===== src/rtl/i2s_tx_stereo.sv =====
// Stereo I2S master: one-entry valid/ready holding register, atomic L/R frame load, underrun strobe.
// Build option: define I2S_UNDERRUN_MUTE_EN to output silence on underrun instead of repeating the last pair.
module i2s_tx_stereo #(
   parameter int SMP_W   = 16,
   parameter int SLOT_W  = 32,
   parameter int BCK_DIV = 4
) (
   input  logic             CLK,
   input  logic             RST,
   input  logic [SMP_W-1:0] SMP_L,
   input  logic [SMP_W-1:0] SMP_R,
   input  logic             SMP_VALID,
   output logic             SMP_READY,
   output logic             SCK,
   output logic             BCK,
   output logic             LCK,
   output logic             DIN,
   output logic             FRAME,
   output logic             UNDERRUN
);
   localparam int DW = $clog2(BCK_DIV);
   localparam int BW = $clog2(2 * SLOT_W);

   localparam logic [DW-1:0]    DIV_LAST = DW'(BCK_DIV - 1);
   localparam logic [DW-1:0]    DIV_HALF = DW'(BCK_DIV / 2);
   localparam logic [BW-1:0]    B_ZERO   = {BW{1'b0}};
   localparam logic [BW-1:0]    B_LAST   = BW'(2 * SLOT_W - 1);
   localparam logic [BW-1:0]    B_SLOT   = BW'(SLOT_W);
   localparam logic [BW-1:0]    B_SMP    = BW'(SMP_W);
   localparam logic [BW-1:0]    B_LCK_LO = BW'(SLOT_W - 1);
   localparam logic [BW-1:0]    B_LCK_HI = BW'(2 * SLOT_W - 2);
   localparam logic [SMP_W-1:0] SMP_ZERO = {SMP_W{1'b0}};

   logic [DW-1:0]    div_cnt_q, div_cnt_d;
   logic [BW-1:0]    b_q, b_d;
   logic             bck_q, bck_d, lck_q, lck_d, din_q, din_d;
   logic             frame_q, frame_d, underrun_q, underrun_d;
   logic             ready_q, ready_d, hold_full_q, hold_full_d;
   logic [SMP_W-1:0] hold_l_q, hold_l_d, hold_r_q, hold_r_d;
   logic [SMP_W-1:0] shift_l_q, shift_l_d, shift_r_q, shift_r_d;
   logic [SMP_W-1:0] last_l_q, last_l_d, last_r_q, last_r_d;
   logic             fall_s, accept_s;

   // Next-state logic: BCK divider, slot index, serialiser and holding register.
   always_comb begin
      div_cnt_d   = (div_cnt_q == DIV_LAST) ? {DW{1'b0}} : div_cnt_q + 1'b1;
      fall_s      = (div_cnt_q == DIV_LAST);
      bck_d       = (div_cnt_d >= DIV_HALF);
      accept_s    = SMP_VALID && ready_q;
      b_d         = b_q;
      lck_d       = lck_q;
      din_d       = din_q;
      frame_d     = 1'b0;
      underrun_d  = 1'b0;
      shift_l_d   = shift_l_q;
      shift_r_d   = shift_r_q;
      last_l_d    = last_l_q;
      last_r_d    = last_r_q;
      hold_full_d = hold_full_q;
      hold_l_d    = hold_l_q;
      hold_r_d    = hold_r_q;

      if (fall_s) begin
         b_d   = (b_q == B_LAST) ? B_ZERO : b_q + 1'b1;
         lck_d = (b_d >= B_LCK_LO) && (b_d <= B_LCK_HI);
         if (b_d == B_ZERO) begin
            frame_d = 1'b1;
            if (hold_full_q) begin
               shift_l_d   = hold_l_q;
               shift_r_d   = hold_r_q;
               last_l_d    = hold_l_q;
               last_r_d    = hold_r_q;
               hold_full_d = 1'b0;
            end else begin
               underrun_d = 1'b1;
`ifdef I2S_UNDERRUN_MUTE_EN
               shift_l_d  = SMP_ZERO;
               shift_r_d  = SMP_ZERO;
               last_l_d   = SMP_ZERO;
               last_r_d   = SMP_ZERO;
`else
               shift_l_d  = last_l_q;
               shift_r_d  = last_r_q;
`endif
            end
            din_d = shift_l_d[SMP_W-1];
         end else if (b_d < B_SMP) begin
            shift_l_d = shift_l_q << 1'b1;
            din_d     = shift_l_d[SMP_W-1];
         end else if (b_d == B_SLOT) begin
            din_d = shift_r_q[SMP_W-1];
         end else if ((b_d > B_SLOT) && ((b_d - B_SLOT) < B_SMP)) begin
            shift_r_d = shift_r_q << 1'b1;
            din_d     = shift_r_d[SMP_W-1];
         end else begin
            din_d = 1'b0;
         end
      end else begin
         b_d = b_q;
      end

      // An accept coinciding with an empty-holding frame load lands after the load decision.
      if (accept_s) begin
         hold_l_d    = SMP_L;
         hold_r_d    = SMP_R;
         hold_full_d = 1'b1;
      end else begin
         hold_l_d = hold_l_q;
      end
      ready_d = ~hold_full_d;
   end

   // State register with synchronous reset.
   always_ff @(posedge CLK) begin
      if (RST) begin
         div_cnt_q   <= {DW{1'b0}};
         b_q         <= B_LAST;
         bck_q       <= 1'b0;
         lck_q       <= 1'b0;
         din_q       <= 1'b0;
         frame_q     <= 1'b0;
         underrun_q  <= 1'b0;
         ready_q     <= 1'b1;
         hold_full_q <= 1'b0;
         hold_l_q    <= SMP_ZERO;
         hold_r_q    <= SMP_ZERO;
         shift_l_q   <= SMP_ZERO;
         shift_r_q   <= SMP_ZERO;
         last_l_q    <= SMP_ZERO;
         last_r_q    <= SMP_ZERO;
      end else begin
         div_cnt_q   <= div_cnt_d;
         b_q         <= b_d;
         bck_q       <= bck_d;
         lck_q       <= lck_d;
         din_q       <= din_d;
         frame_q     <= frame_d;
         underrun_q  <= underrun_d;
         ready_q     <= ready_d;
         hold_full_q <= hold_full_d;
         hold_l_q    <= hold_l_d;
         hold_r_q    <= hold_r_d;
         shift_l_q   <= shift_l_d;
         shift_r_q   <= shift_r_d;
         last_l_q    <= last_l_d;
         last_r_q    <= last_r_d;
      end
   end

   assign SCK       = CLK;
   assign BCK       = bck_q;
   assign LCK       = lck_q;
   assign DIN       = din_q;
   assign FRAME     = frame_q;
   assign UNDERRUN  = underrun_q;
   assign SMP_READY = ready_q;
endmodule

===== config.mk =====
export PLATFORM = sky130hd
export DESIGN_NAME = i2s_tx_stereo
export DESIGN_NICKNAME = d
export VERILOG_FILES = /design/src/rtl/i2s_tx_stereo.sv
export SDC_FILE = /design/constraint.sdc
export NUM_CORES = 1
export LEC_CHECK = 0
export BUFFER_PORTS_ARGS = -buffer_cell sky130_fd_sc_hd__buf_2
export CAP_MARGIN = 20
export CELL_PAD_IN_SITES_DETAIL_PLACEMENT = 1
export CELL_PAD_IN_SITES_GLOBAL_PLACEMENT = 1
export CORE_ASPECT_RATIO = 1.2
export CORE_UTILIZATION = 44
export DETAILED_ROUTE_END_ITERATION = 16
export PLACE_DENSITY = 0.85
export RECOVER_POWER = 25
export SYNTH_ARGS = -nofsm -noshare
export SYNTH_HDL_FRONTEND = slang
export SYNTH_SLANG_ARGS = --single-unit

===== constraint.sdc =====
create_clock -name CLK -period 2.29 [get_ports CLK]
set_input_delay 0.3435 -clock CLK [delete_from_list [all_inputs] [get_ports CLK]]
set_output_delay 0.3435 -clock CLK [all_outputs]
set_load 0.005 [all_outputs]

Yosys cells after proc, flatten, opt, wreduce, memory -nomap -nowiden

Cells that the tools add are included.

Logic and storage cells: 62
Bits in registers: 110

Eq/ne operators: 5
Multiplexer cells: 19
Magnitude comparators: 6
Add/sub/neg operators: 3
Reduce and logical (&&, ||, !) cells: 11
Bitwise logic cells: 3

Operators by type and width:

| operator                                                                            | number |
|---|---|
| 16-bit 2-to-1 mux                                                                   | 6 |
| 15-bit 2-to-1 mux                                                                   | 2 |
| 6-bit equality test, second input constant                                          | 2 |
| 6-bit by 5-bit < comparator with 1-bit output, second input constant                | 2 |
| 1-bit 2-to-1 mux                                                                    | 9 |
| 6-bit by 1-bit adder with 6-bit output, second input constant                       | 1 |
| 6-bit by 5-bit greater-or-equal comparator with 1-bit output, second input constant | 1 |
| 6-bit greater-than comparator, second input constant                                | 1 |
| 6-bit less-or-equal comparator, second input constant                               | 1 |
| 6-bit logical NOT                                                                   | 1 |
| 6-bit 2-to-1 mux                                                                    | 1 |
| 6-bit subtractor, second input constant                                             | 1 |
| 2-bit inequality test, second input constant                                        | 2 |
| 2-bit AND reduction                                                                 | 2 |
| 4-bit AND reduction                                                                 | 1 |
| 2-bit nonzero test                                                                  | 2 |
| 1-bit logical AND                                                                   | 3 |
| 1-bit NOT                                                                           | 3 |
| 3-bit OR reduction                                                                  | 1 |
| 2-bit by 1-bit adder with 2-bit output, second input constant                       | 1 |
| 2-bit equality test, second input constant                                          | 1 |
| 2-bit greater-or-equal comparator, second input constant                            | 1 |
| 2-bit 2-to-1 mux                                                                    | 1 |
| 2-bit OR reduction                                                                  | 1 |

Longest topological paths before layout

Gate-level depths: netlist (run 1).

Word-level depth: 9
Mapped depth: 9
Gate-level depth less buffers: 6

==> results by stage, run 1 <==
Finish:
- The count of cells in the finished layout, fillers not included, comes to ~740.
- 0 antenna diodes ended up in the layout.
- In the final layout, the share of cells above drive strength 1 is 0.142.
- The area growth from synthesis to layout is 15.0%.
- After routing the design area is roughly 5500 sq um.
- The net count of the finished layout is about 650.

Floorplan:
- The count of boundary I/O pins is 42.
- The initial utilization of the core area, before any placement, comes to 0.454.
- The floorplan step set the die width to 97.4 microns.
- The area of the core is approximately 11000 sq um.
- The area of the die is between 10000 and 15000 sq um.
- The die is 116 microns tall.
- The number of rows in the core area is between 40 and 50.

Setup path:
- STA classifies the critical path endpoint as a flip-flop.
- In this run the critical register-to-register path is launched from b_q[1].
- The most prevalent standard cell on the critical path is buf_4.
- The highest fanout seen on the critical path is 18.
- The worst register-to-register path has a setup slack of 130 ps.
- For the worst setup path, the data required time is roughly 2600 ps.
- The largest single stage delay on the critical path is around 510 ps.
- The launch point of the worst path is b_q[1].
- At the worst endpoint, the arrival time is ~2500 ps.
- STA classifies the critical path startpoint as a flip-flop.
- On the critical path, the stage with the largest delay is an instance of a2111o_1.
- The worst setup path is of the reg2reg kind.
- The endpoint identified for the worst register-to-register timing path is last_r_q[13].
- The number of cells traversed by the worst register-to-register path is 8.
- Following the worst setup path forward leads to its endpoint at last_r_q[13].
- The critical path goes through buf_4 > a2111o_1 > a211oi_4 > buf_4 > nand2_1 > buf_4 > nand2_1 > a21oi_1.

Global routing:
- The global route total overflow is 0.
- The number of global-route vias before repair is between 4000 and 5000.
- Across every metal layer, demand over resource in global routing totals 0.236.
- The number of antenna violations at the first check in global routing is 0.
- The wire length of the first global-routing pass is around 21000 microns.
- The largest net degree at the start of global routing is ~90.

Place:
- During placement, the flow inserted port buffers numbering 41.
- The placed instances occupy a cell area of 5180 sq um.
- The half-perimeter wire length after detailed placement is 8260 microns.
- Including well taps, the total number of placed cells is just over 700.
- The routability congestion estimate from global placement is approximately 0.86.

Flow run:
- The reported max-cap violation count is 0.

Synthesis:
- The register bit count reported by yosys is between 100 and 150.
- During synthesis, Yosys emitted a total of 0 warnings.
- In the synthesized netlist, the number of instances is between 500 and 600.
- By area, the combinational part of the netlist is dominated by compound AO/OA/AOI/OAI gates.
- Of the total synthesized cell area, the portion taken by XOR and XNOR cells is 0.00182.
- The number of nets produced by synthesis is 621.
- After synthesis, the share of cell area in mux cells is 0.101.
- The largest total area in the synthesized netlist belongs to dfxtp_1.
- The fraction of synthesis flops using an asynchronous set or reset pin is 0.
- After synthesis, the cell types taking the most area are dfxtp_1, nand2_1, mux2i_1, a21oi_1, a211o_1.
- The post-synthesis instance area is 4800 sq um.
- The distinct cell type count after synthesis is 45.
- The compound-cell area share of the yosys netlist is 0.194.
- The simple logic cell fraction of the synthesized area is 0.189.
- The adder-cell area share of the yosys netlist is 0.0104.
- Counting flops with a built-in enable in the synthesized netlist gives 0.
- The sequential share of the synthesized area is 0.454.
- In the synthesized netlist the dominant register cell turns out to be dfxtp_1.
- The share of the synthesized area in the top cell type is 0.454.
- A synthesized cell averages 8.25 sq um.

Detailed routing:
- The count of nets left with antenna violations after detail routing is 0.
- The number of vias per cell is 5.68.
- The final routed DRC violation total is 0.
- The routed wirelength normalized by instance count is 17.3 microns.
- The first TritonRoute pass finished after 4 iterations.
- After detailed routing, the total wire length is around 13000 microns.
- The DRC marker count from the first detailed-route iteration is around 200.
- The total number of vias is around 4200.

Power and ir drop:
- The power density of the placed cells is roughly 800 nW/um^2.
- The analysis attributes to cell leakage a power of 2.22 nW.
- IR analysis of the VDD net gives a maximum drop of ~0.0005 V.

CTS:
- The TritonCTS clock tree is yes.
- The clock latency of the later-clocked register in the worst-skew pair is between 400 and 500 ps.
- The clock-pin slew of the registers on the worst-case setup and hold paths is 70 ps.
- The hold buffer count at cts is 0.

Timing:
- The clock period minus final worst setup slack is around 2200 ps.
- The headroom to the max-slew limit is 0.403.
- The transition at the pin with the smallest max-transition slack is ~900 ps.
- Setup violations remaining at the end of the flow were counted as 0.
- The max-slew violation count came to 0.
- The highest attainable clock frequency is around 0.46 GHz.
- The hold violation total from the final report was 0.
- The post-route setup TNS is 0 ps.
- Setup repair after global routing left no endpoint under its margin.
- For the final database, setup skew stands at between 5 and 6 ps.
- Dividing the final minimum period by the clock period gives 0.943.

Outcome:
- The run finished with clean final reports.

Hold path:
- The worst hold path class is in2reg.
==> cell families after synthesis <==
logic type	count (synthesis)
buffers and inverters	56
AND/OR/NAND/NOR	217
flip-flops	109
AO/OA/AOI/OAI	147
XOR/XNOR	1
adder cells (fa/ha/maj)	4
multiplexers	48
==> how the worst min path moves through the flow <==
stage	cells after the start	start	slack, ps	endpoint
floorplan	1	div_cnt_q[0]	400	div_cnt_q[0]
global placement	1	div_cnt_q[0]	410	div_cnt_q[0]
detailed placement	1	div_cnt_q[0]	420	div_cnt_q[0]
CTS	3	SMP_L[13]	120	hold_l_q[13]
global route	3	SMP_L[10]	120	hold_l_q[10]
finish	3	SMP_L[13]	120	hold_l_q[13]
==> power by group <==
group          switching (mW)  leakage (nW)  internal, mW
Clock                   0.705         0.164         0.982
Sequential             0.0686         0.886          1.98
Combinational           0.491          1.17         0.305
Total                    1.26          2.22          3.27
==> routing by layer <==
layer / share of wire / vias to the layer above / GRT usage
li1: - / 2051 / -
met1: 0.42 / 2062 / 0.271
met2: 0.53 / 76 / 0.426
met3: 0.025 / 32 / 0.0395
met4: 0.029 / 0 / 0.124
met5: 0 / - / 0
==> synthesized netlist by cell type, types with 3 or more instances <==
master	instances
nand2b_1	17
a211oi_1	15
and2_1	3
inv_1	6
buf_2	9
nand2_1	140
a21oi_1	73
nor3_1	4
buf_1	3
buf_4	3
a211o_1	18
o21ai_0	10
ha_1	4
clkbuf_1	33
o211ai_1	15
dfxtp_1	109
nor2_1	38
nand3_1	4
mux2i_1	46
==> layout by cell type (no fill, tap or decap), types with 6 or more instances in the layout <==
cell type / count
nor2_1: 38
buf_2: 37
o211ai_1: 15
dfxtp_1: 107
clkbuf_16: 12
buf_4: 18
o21ai_0: 10
nand2_1: 140
a211oi_1: 15
a21oi_1: 72
a211o_1: 18
nand2b_1: 17
inv_1: 6
mux2i_1: 46
==> metrics by stage <==
step | total power, mW | worst slack (ps) | hold slack [ps] | utilization
4_1_cts | 4.56 | 59.6 | 119 | 0.522
3_3_place_gp | 2.85 | 246 | 410 | 0.490
2_1_floorplan | 2.65 | 210 | 402 | -
3_5_place_dp | 2.89 | 84.7 | 423 | 0.490
6_report | 4.53 | 130 | 120 | 0.523
5_1_grt | 4.75 | 9.24 | 123 | 0.523
==> final cells by class <==
type                    count  area, sq um
fillers                  1258         5040
clock inverters             2         12.5
repair buffers             64          412
flip-flops and latches    109         2180
well taps                 129          161
multi-input cells         417         2400
clock buffers              15          323
inverters                   7         26.3
==> repair_timing <==
action                                  in CTS  in global routing
endpoints found under the setup margin       2                  7
hold endpoints to repair                     0                  0
buffers inserted                             0                  2
gates resized for setup                      1                  2
pin swaps                                    0                  1
==> critical path, delay by kind of cell (launching register included) <==
| kind | cells | cell delay (ps) |
|---|---|---|
| AO/OA/AOI/OAI | 3 | 920 |
| buffers and inverters | 3 | 570 |
| flip-flops | 1 | 330 |
| AND/OR/NAND/NOR | 2 | 160 |
==> flip-flops by register name (all words and copies together) (netlist names) <==
signal / flops
hold_full_q: 1
last_r_q: 16
shift_r_q: 16
b_q: 6
last_l_q: 16
SMP_READY: 1
LCK: 1
FRAME: 1
hold_l_q: 16
hold_r_q: 16
UNDERRUN: 1
DIN: 1
div_cnt_q: 2
shift_l_q: 15
(Power assumes the default switching activity.)
==> inputs of run 2 (changes only) <==
- CAP_MARGIN: 20 -> 10
- clock period: 2.29 -> 2 ns (I/O delays scaled with it)
==> run 2 against run 1 <==
Net effect:
- register-to-register slack worse by 40 ps
- combinational power increased by 22%
- clock skew up 3.1 ps
- largest power group unchanged
- worst setup slack worse by 45 ps
- core utilization up 2.2 points
- clock power is 28% higher
- power grew 21%
- sequential cell count did not move
- sequential share of layout area decreased by 1.5 points
- critical endpoint is now shift_r_q[4]
- die area unchanged
- cell area grew 4.2%
- sequential power increased by 14%
==> results by stage, run 2 (synthesis results as in run 1) <==
Global routing:
- The number of antenna violations at the first check in global routing is 0 (unchanged).
- The global route total overflow is 0 (unchanged).
- The largest net degree at the start of global routing came to 70 (-23%).
- The number of global-route vias before repair is 4319 (+0.51%).
- The wire length of the first global-routing pass came to 20700 microns (-2.8%).
- The global-route usage over all layers came to 0.230 (-0.00609).

Power and ir drop:
- The share of power burned in registers was 0.428 (-0.025).
- The standby leakage power came to 2.33 nW (+5.0%).
- The worst vdd rail ir drop is 0.000496 V (-0.61%).
- The power density of the placed cells is 953 nW/um^2 (+16%).
- The proportion of power drawn by combinational gates is 0.178 (+0.003).
- The internal power consumption is 3.98 mW (+22%).
- The fraction of power spent switching nets is 0.274 (-0.00530).
- The net switching component of the power is 1.50 mW (+19%).
- The portion of total power attributed to the clock network was 0.395 (+0.023).

CTS:
- The clock latency of the later-clocked register in the worst-skew pair is 460 ps (about the same).
- The clock-pin slew of the registers on the worst-case setup and hold paths was 70 ps (about the same).
- The TritonCTS clock tree is yes.
- The hold buffer count at cts came to 0 (unchanged).

Finish:
- The commonest non-fill, non-tap cell in the layout is nand2_1.
- The sequential cell area is 2190 sq um (+0.34%).
- The proportion of layout cells with a drive suffix above 1 was 0.179 (+0.0374).
- The area taken by multi-input logic gates is 2430 sq um (+0.99%).
- The library cells used most frequently in the layout, excluding fill and tap cells, are nand2_1, dfxtp_1, a21oi_1.
- The antenna diode count is 0 (unchanged).
- The number of fill cells in the layout came to 1278 (+1.6%).
- Compared with the post-synthesis result, the final layout area differs by 19.8%.
- The post-layout net count came to 665 (+2.2%).

Floorplan:
- The area of the core is 10600 sq um (unchanged).
- The number of rows in the core area is 41 (unchanged).
- The count of boundary I/O pins is 42 (unchanged).
- The die span in y is 116 microns (unchanged).
- The width of the chip is 97.4 microns (unchanged).
- The initial standard-cell utilization of the core is 0.454 (unchanged).
- The area of the die is 11300 sq um (unchanged).

Timing:
- Setup repair after global routing left no endpoint under its margin.
- The transition at the pin with the smallest max-transition slack is 652 ps (-244 ps).
- The headroom to the max-slew limit is 0.565 (+0.163).
- The clock period minus final worst setup slack came to 1920 ps (-245 ps).
- The post-route setup TNS came to 0 ps (unchanged).
- The count of final setup violators is 0 (unchanged).
- The max-slew violation count came to 0 (unchanged).
- The hold violation total from the final report came to 0 (unchanged).
- The worst hold slack across all endpoints came to 69.0 ps (-51.2 ps).
- The final clock period utilization by the worst path was 0.958 (+0.0142).
- The worst clock skew is 8.88 ps (+3.09 ps).
- The highest attainable clock frequency is 0.522 GHz (+13%).

Detailed routing:
- The final routed DRC violation total is 0 (unchanged).
- The routed wirelength normalized by instance count is 16.8 microns (-2.8%).
- The DRC marker count from the first detailed-route iteration came to 150 (-26%).
- The total number of vias was 4186 (-0.83%).
- The number of vias per cell is 5.51 (-3.0%).
- The total wire length after detailed routing is 12800 microns (-0.55%).
- The count of nets left with antenna violations after detail routing is 0 (unchanged).
- The count of TritonRoute iterations in the first routing pass was 4 (unchanged).

Hold path:
- The worst hold path class is in2reg.

Setup path:
- The critical path data required time is 2390 ps (-200 ps).
- The largest incremental delay on the critical path is 380 ps (-130 ps).
- The worst setup path category is reg2reg.
- The slowest stage of the critical path is the dfxtp_4 cell.
- The data arrival time at the worst-slack endpoint is 2300 ps (-160 ps).
- The worst setup path is launched from a flip-flop.
- The critical path endpoint category is a flip-flop.
- The highest fanout seen on the critical path is 7 (-11).
- The signal on the critical path passes through ha_4 > nand2_1 > or2_2 > a31o_2 > a21oi_4 > clkbuf_16 > mux2i_1.

Place:
- The routability congestion estimate from global placement is 0.825 (-3.8%).
- The half-perimeter wire length after detailed placement was 8600 microns (+4.0%).
- The quantity of I/O buffers inserted on ports is 41 (unchanged).

Outcome:
- The flow ran to the end, and the final reports show no timing, DRC or antenna violations.

Flow run:
- The reported max-cap violation count came to 0 (unchanged).
run 2: changes by cell type in the layout (fill, tap and decap cells not counted), sizes merged:
cell	change
clkinv	-1
bufinv	+1
clkinvlp	+1
clkbuf	-1
buf	+16
inv	+1
run 2: per-stage QoR:
stage / area (sq um) / power, mW / worst slack, ps / utilization / cells
finish: 5750 / 5.48 / 84.9 / 0.545 / 760
global route: 5750 / 5.73 / 10.9 / 0.545 / 760
CTS: 5630 / 5.49 / 17.0 / 0.533 / 751
detailed placement: 5240 / 3.35 / 0.933 / 0.496 / 732
global placement: 5240 / 3.30 / 76.5 / 0.496 / 732
floorplan: 4810 / 3.04 / 19.0 / - / 582
run 2: area by class of cell:
cell class              count  share of cell area
clock buffers              16              0.0585
clock inverters             4             0.00935
inverters                   7             0.00457
multi-input cells         417               0.422
flip-flops and latches    109               0.381
well taps                 129              0.0280
repair buffers             78              0.0968
run 2: power by group through the flow:
stage	Sequential, mW	Clock, mW	Combinational (mW)
floorplan	2.36	0.0324	0.644
global placement	2.38	0.0217	0.894
detailed placement	2.39	0.0217	0.934
CTS	2.34	2.20	0.948
global route	2.36	2.29	1.08
finish	2.34	2.16	0.975
run 2: final timing paths:
path,startpoint,to,slack [ps],cells past startpoint
setup / recovery,b_q[0],shift_r_q[4],80,7
hold / removal,SMP_R[10],hold_r_q[10],70,3
setup reg to reg,b_q[0],shift_r_q[4],80,7
hold reg to reg,LCK,LCK,450,2
run 2: repair_timing:
item / CTS / global route
cloned: 0 / 2
hold endpoints to repair: 0 / 0
setup buffers: 0 / 7
gates resized for setup: 3 / 12
endpoints found under the setup margin: 17 / 43
pin swaps: 1 / 5
run 2: critical path: cells and delay by family (launching register included):
kind                       cells  cell delay [ps]
muxes                          1              180
and+or+nand+nor                2              420
AOI/OAI and AO/OA              2              480
adders and majority gates      1              180
buffers and inverters          1              200
DFF                            1              380
run 2: routing by layer:
metal  GRT usage  wire length [microns]  up-vias
li1            -                      -     2079
met1       0.261                   5500     2048
met2       0.427                   6800       46
met3      0.0455                    277       13
met4      0.0902                    194        0
met5           0                      0        -
==> inputs of run 3 (changes only) <==
- CORE_ASPECT_RATIO: 1.2 -> unset
==> run 3 against run 2 <==
Net effect:
- the flow now finishes with violations (negative setup slack)
- count of clock-buffer cells in the layout decreased by 1
- worst setup slack got worse by 140 ps
- die area about the same
- sequential cell count unchanged
- cell count increased by 0.79%
- sequential share of layout area increased by 0.34 points
- sequential power about the same
- critical path depth increased by 1
- clock power decreased by 30%
- combinational power increased by 12%
==> results by stage, run 3 (synthesis results as in run 1) <==
Timing:
- The worst hold slack across all endpoints was 49.1 ps (-19.9 ps).
- The headroom to the max-slew limit is 0.399 (-0.167).
- The final clock period utilization by the worst path is 1.03 (+0.0694).
- The post-layout worst setup margin is -53.8 ps (-139 ps).
- The worst clock skew came to 10.2 ps (+1.30 ps).
- The hold violation total from the final report came to 0 (unchanged).
- The highest attainable clock frequency is 0.487 GHz (-6.8%).
- The clock period minus final worst setup slack is 2050 ps (+139 ps).
- The post-route setup TNS is -59.1 ps (-59.1 ps).
- The max-slew violation count is 0 (unchanged).
- The transition at the pin with the smallest max-transition slack was 902 ps (+250 ps).
- The count of final setup violators came to 2 (+2).

Setup path:
- The data arrival time at the worst-slack endpoint is 2440 ps (+140 ps).
- The setup slack of the most critical reg-to-reg path is -50 ps (-140 ps).
- The highest fanout seen on the critical path was 18 (+11).
- The critical path data required time came to 2390 ps (about the same).
- The critical path starts at b_q[0].
- In this run the critical register-to-register path is launched from b_q[0].
- The worst setup path is launched from a flip-flop.
- The critical path in this run is classified as reg2reg.
- STA classifies the critical path endpoint as a flip-flop.

Power and ir drop:
- The internal power consumption was 3.48 mW (-13%).
- The final total power was 4.96 mW (-9.6%).
- The worst vdd rail ir drop is 0.000410 V (-17%).
- The proportion of power drawn by combinational gates is 0.221 (+0.043).
- The net switching component of the power is 1.48 mW (-1.4%).
- The share of power burned in registers is 0.473 (+0.045).
- The standby leakage power came to 2.30 nW (-1.4%).
- The portion of total power attributed to the clock network is 0.306 (-0.089).
- The power density of the placed cells came to 870 nW/um^2 (-8.7%).
- The fraction of power spent switching nets came to 0.298 (+0.0248).

Finish:
- The proportion of layout cells with a drive suffix above 1 was 0.184 (+0.00505).
- Relative to the synthesized area, the layout overhead comes to 18.7%.
- The antenna diode count is 0 (unchanged).
- The area taken by multi-input logic gates is 2450 sq um (+0.82%).
- The post-route non-filler standard cell count is 766 (+0.79%).
- The final core area utilization is 0.545 (about the same).
- The post-layout net count is 665 (unchanged).
- Leaving out fill and tap cells, the most frequent cells in the layout are nand2_1, dfxtp_1, a21oi_1.
- The sequential cell area is 2190 sq um (about the same).
- The number of fill cells in the layout is 1264 (-1.1%).
- Leaving out fill and tap cells, the most frequent cell in the layout is nand2_1.

Place:
- The quantity of I/O buffers inserted on ports was 41 (unchanged).
- The half-perimeter wire length after detailed placement is 8490 microns (-1.2%).
- The instance count after placement with tap cells included was 739 (+0.96%).
- The routability congestion estimate from global placement is 0.870 (+5.5%).

Detailed routing:
- The count of nets left with antenna violations after detail routing is 0 (unchanged).
- The routed wirelength normalized by instance count came to 18.5 microns (+9.9%).
- The total wire length after detailed routing is 14200 microns (+11%).
- The count of TritonRoute iterations in the first routing pass came to 4 (unchanged).
- The DRC marker count from the first detailed-route iteration came to 252 (+68%).
- The final routed DRC violation total is 0 (unchanged).
- The total number of vias came to 4375 (+4.5%).
- The number of vias per cell came to 5.71 (+3.7%).

Outcome:
- The flow ran to the end, but the final reports show violations.
- The checks that failed: negative setup slack.

Hold path:
- The startpoint of the most critical hold path is SMP_R[9].
- The worst hold path class is in2reg.

CTS:
- The clock-pin slew of the registers on the worst-case setup and hold paths came to 100 ps (+30 ps).
- TritonCTS built the clock tree.
- The hold buffer count at cts was 0 (unchanged).
- The clock latency of the later-clocked register in the worst-skew pair is 480 ps (+20 ps).

Global routing:
- The number of antenna violations at the first check in global routing is 0 (unchanged).
- The wire length of the first global-routing pass is 20900 microns (+1.1%).
- The global route total overflow is 0 (unchanged).
- The largest net degree at the start of global routing was 68 (-2.9%).
- The number of global-route vias before repair is 4386 (+1.6%).
- The global-route usage over all layers was 0.232 (+0.00153).

Floorplan:
- The initial standard-cell utilization of the core is 0.459 (+0.00456).
- The die span in y is 106 microns (-8.6%).
- The area of the core is 10500 sq um (-0.99%).
- The width of the chip is 106 microns (+9.4%).
- The count of boundary I/O pins came to 42 (unchanged).
- The number of rows in the core area is 37 (-9.8%).
- The area of the die is 11300 sq um (about the same).

Flow run:
- The reported max-cap violation count is 0 (unchanged).
## run 3: repair_timing
action | CTS | global route
buffers inserted | 0 | 5
gates cloned | 0 | 4
gates resized for setup | 3 | 17
pin swaps | 1 | 2
hold endpoints to repair | 0 | 0
setup endpoints to repair | 17 | 39
## run 3: final cells by class
cell class / instances / area share
well taps: 136 / 0.0299
repair buffers: 78 / 0.110
clock buffers: 15 / 0.0329
flip-flops and latches: 109 / 0.384
clock inverters: 4 / 0.00856
multi-input cells: 417 / 0.429
inverters: 7 / 0.00461
## run 3: critical path, cell delays in order, from the launching register on
cell	delay, ps
dfxtp_4	370
buf_6	130
a2111o_1	460
a211oi_4	260
buf_4	160
and2_4	140
buf_12	150
nand2_1	90
a21oi_1	210
## run 3: stage by stage
stage	setup WS, ps	cell area (sq um)
4_1_cts	17.6	5510
6_report	-53.8	5700
5_1_grt	-103	5700
3_3_place_gp	70.8	5270
2_1_floorplan	19.0	4810
3_5_place_dp	-13.5	5270
## run 3: layer usage
| metal | up-vias | wire length, microns | global-route usage |
|---|---|---|---|
| met5 | - | 0 | 0 |
| met4 | 0 | 284 | 0.0705 |
| met3 | 26 | 419 | 0.0405 |
| met2 | 77 | 7200 | 0.417 |
| met1 | 2197 | 6250 | 0.280 |
| li1 | 2075 | - | - |
## run 3: worst paths after layout
path	cells past startpoint	end
hold / removal	3	hold_r_q[9]
setup reg to reg	8	last_l_q[15]
setup / recovery	8	last_l_q[15]
hold reg to reg	1	div_cnt_q[0]
## run 3: power groups by stage
stage	logic (mW)	clock network, mW	registers (mW)
finish	1.09	1.52	2.35
global route	1.19	1.65	2.36
CTS	0.952	1.54	2.34
detailed placement	0.937	0.0217	2.39
global placement	0.891	0.0217	2.38
floorplan	0.644	0.0324	2.36
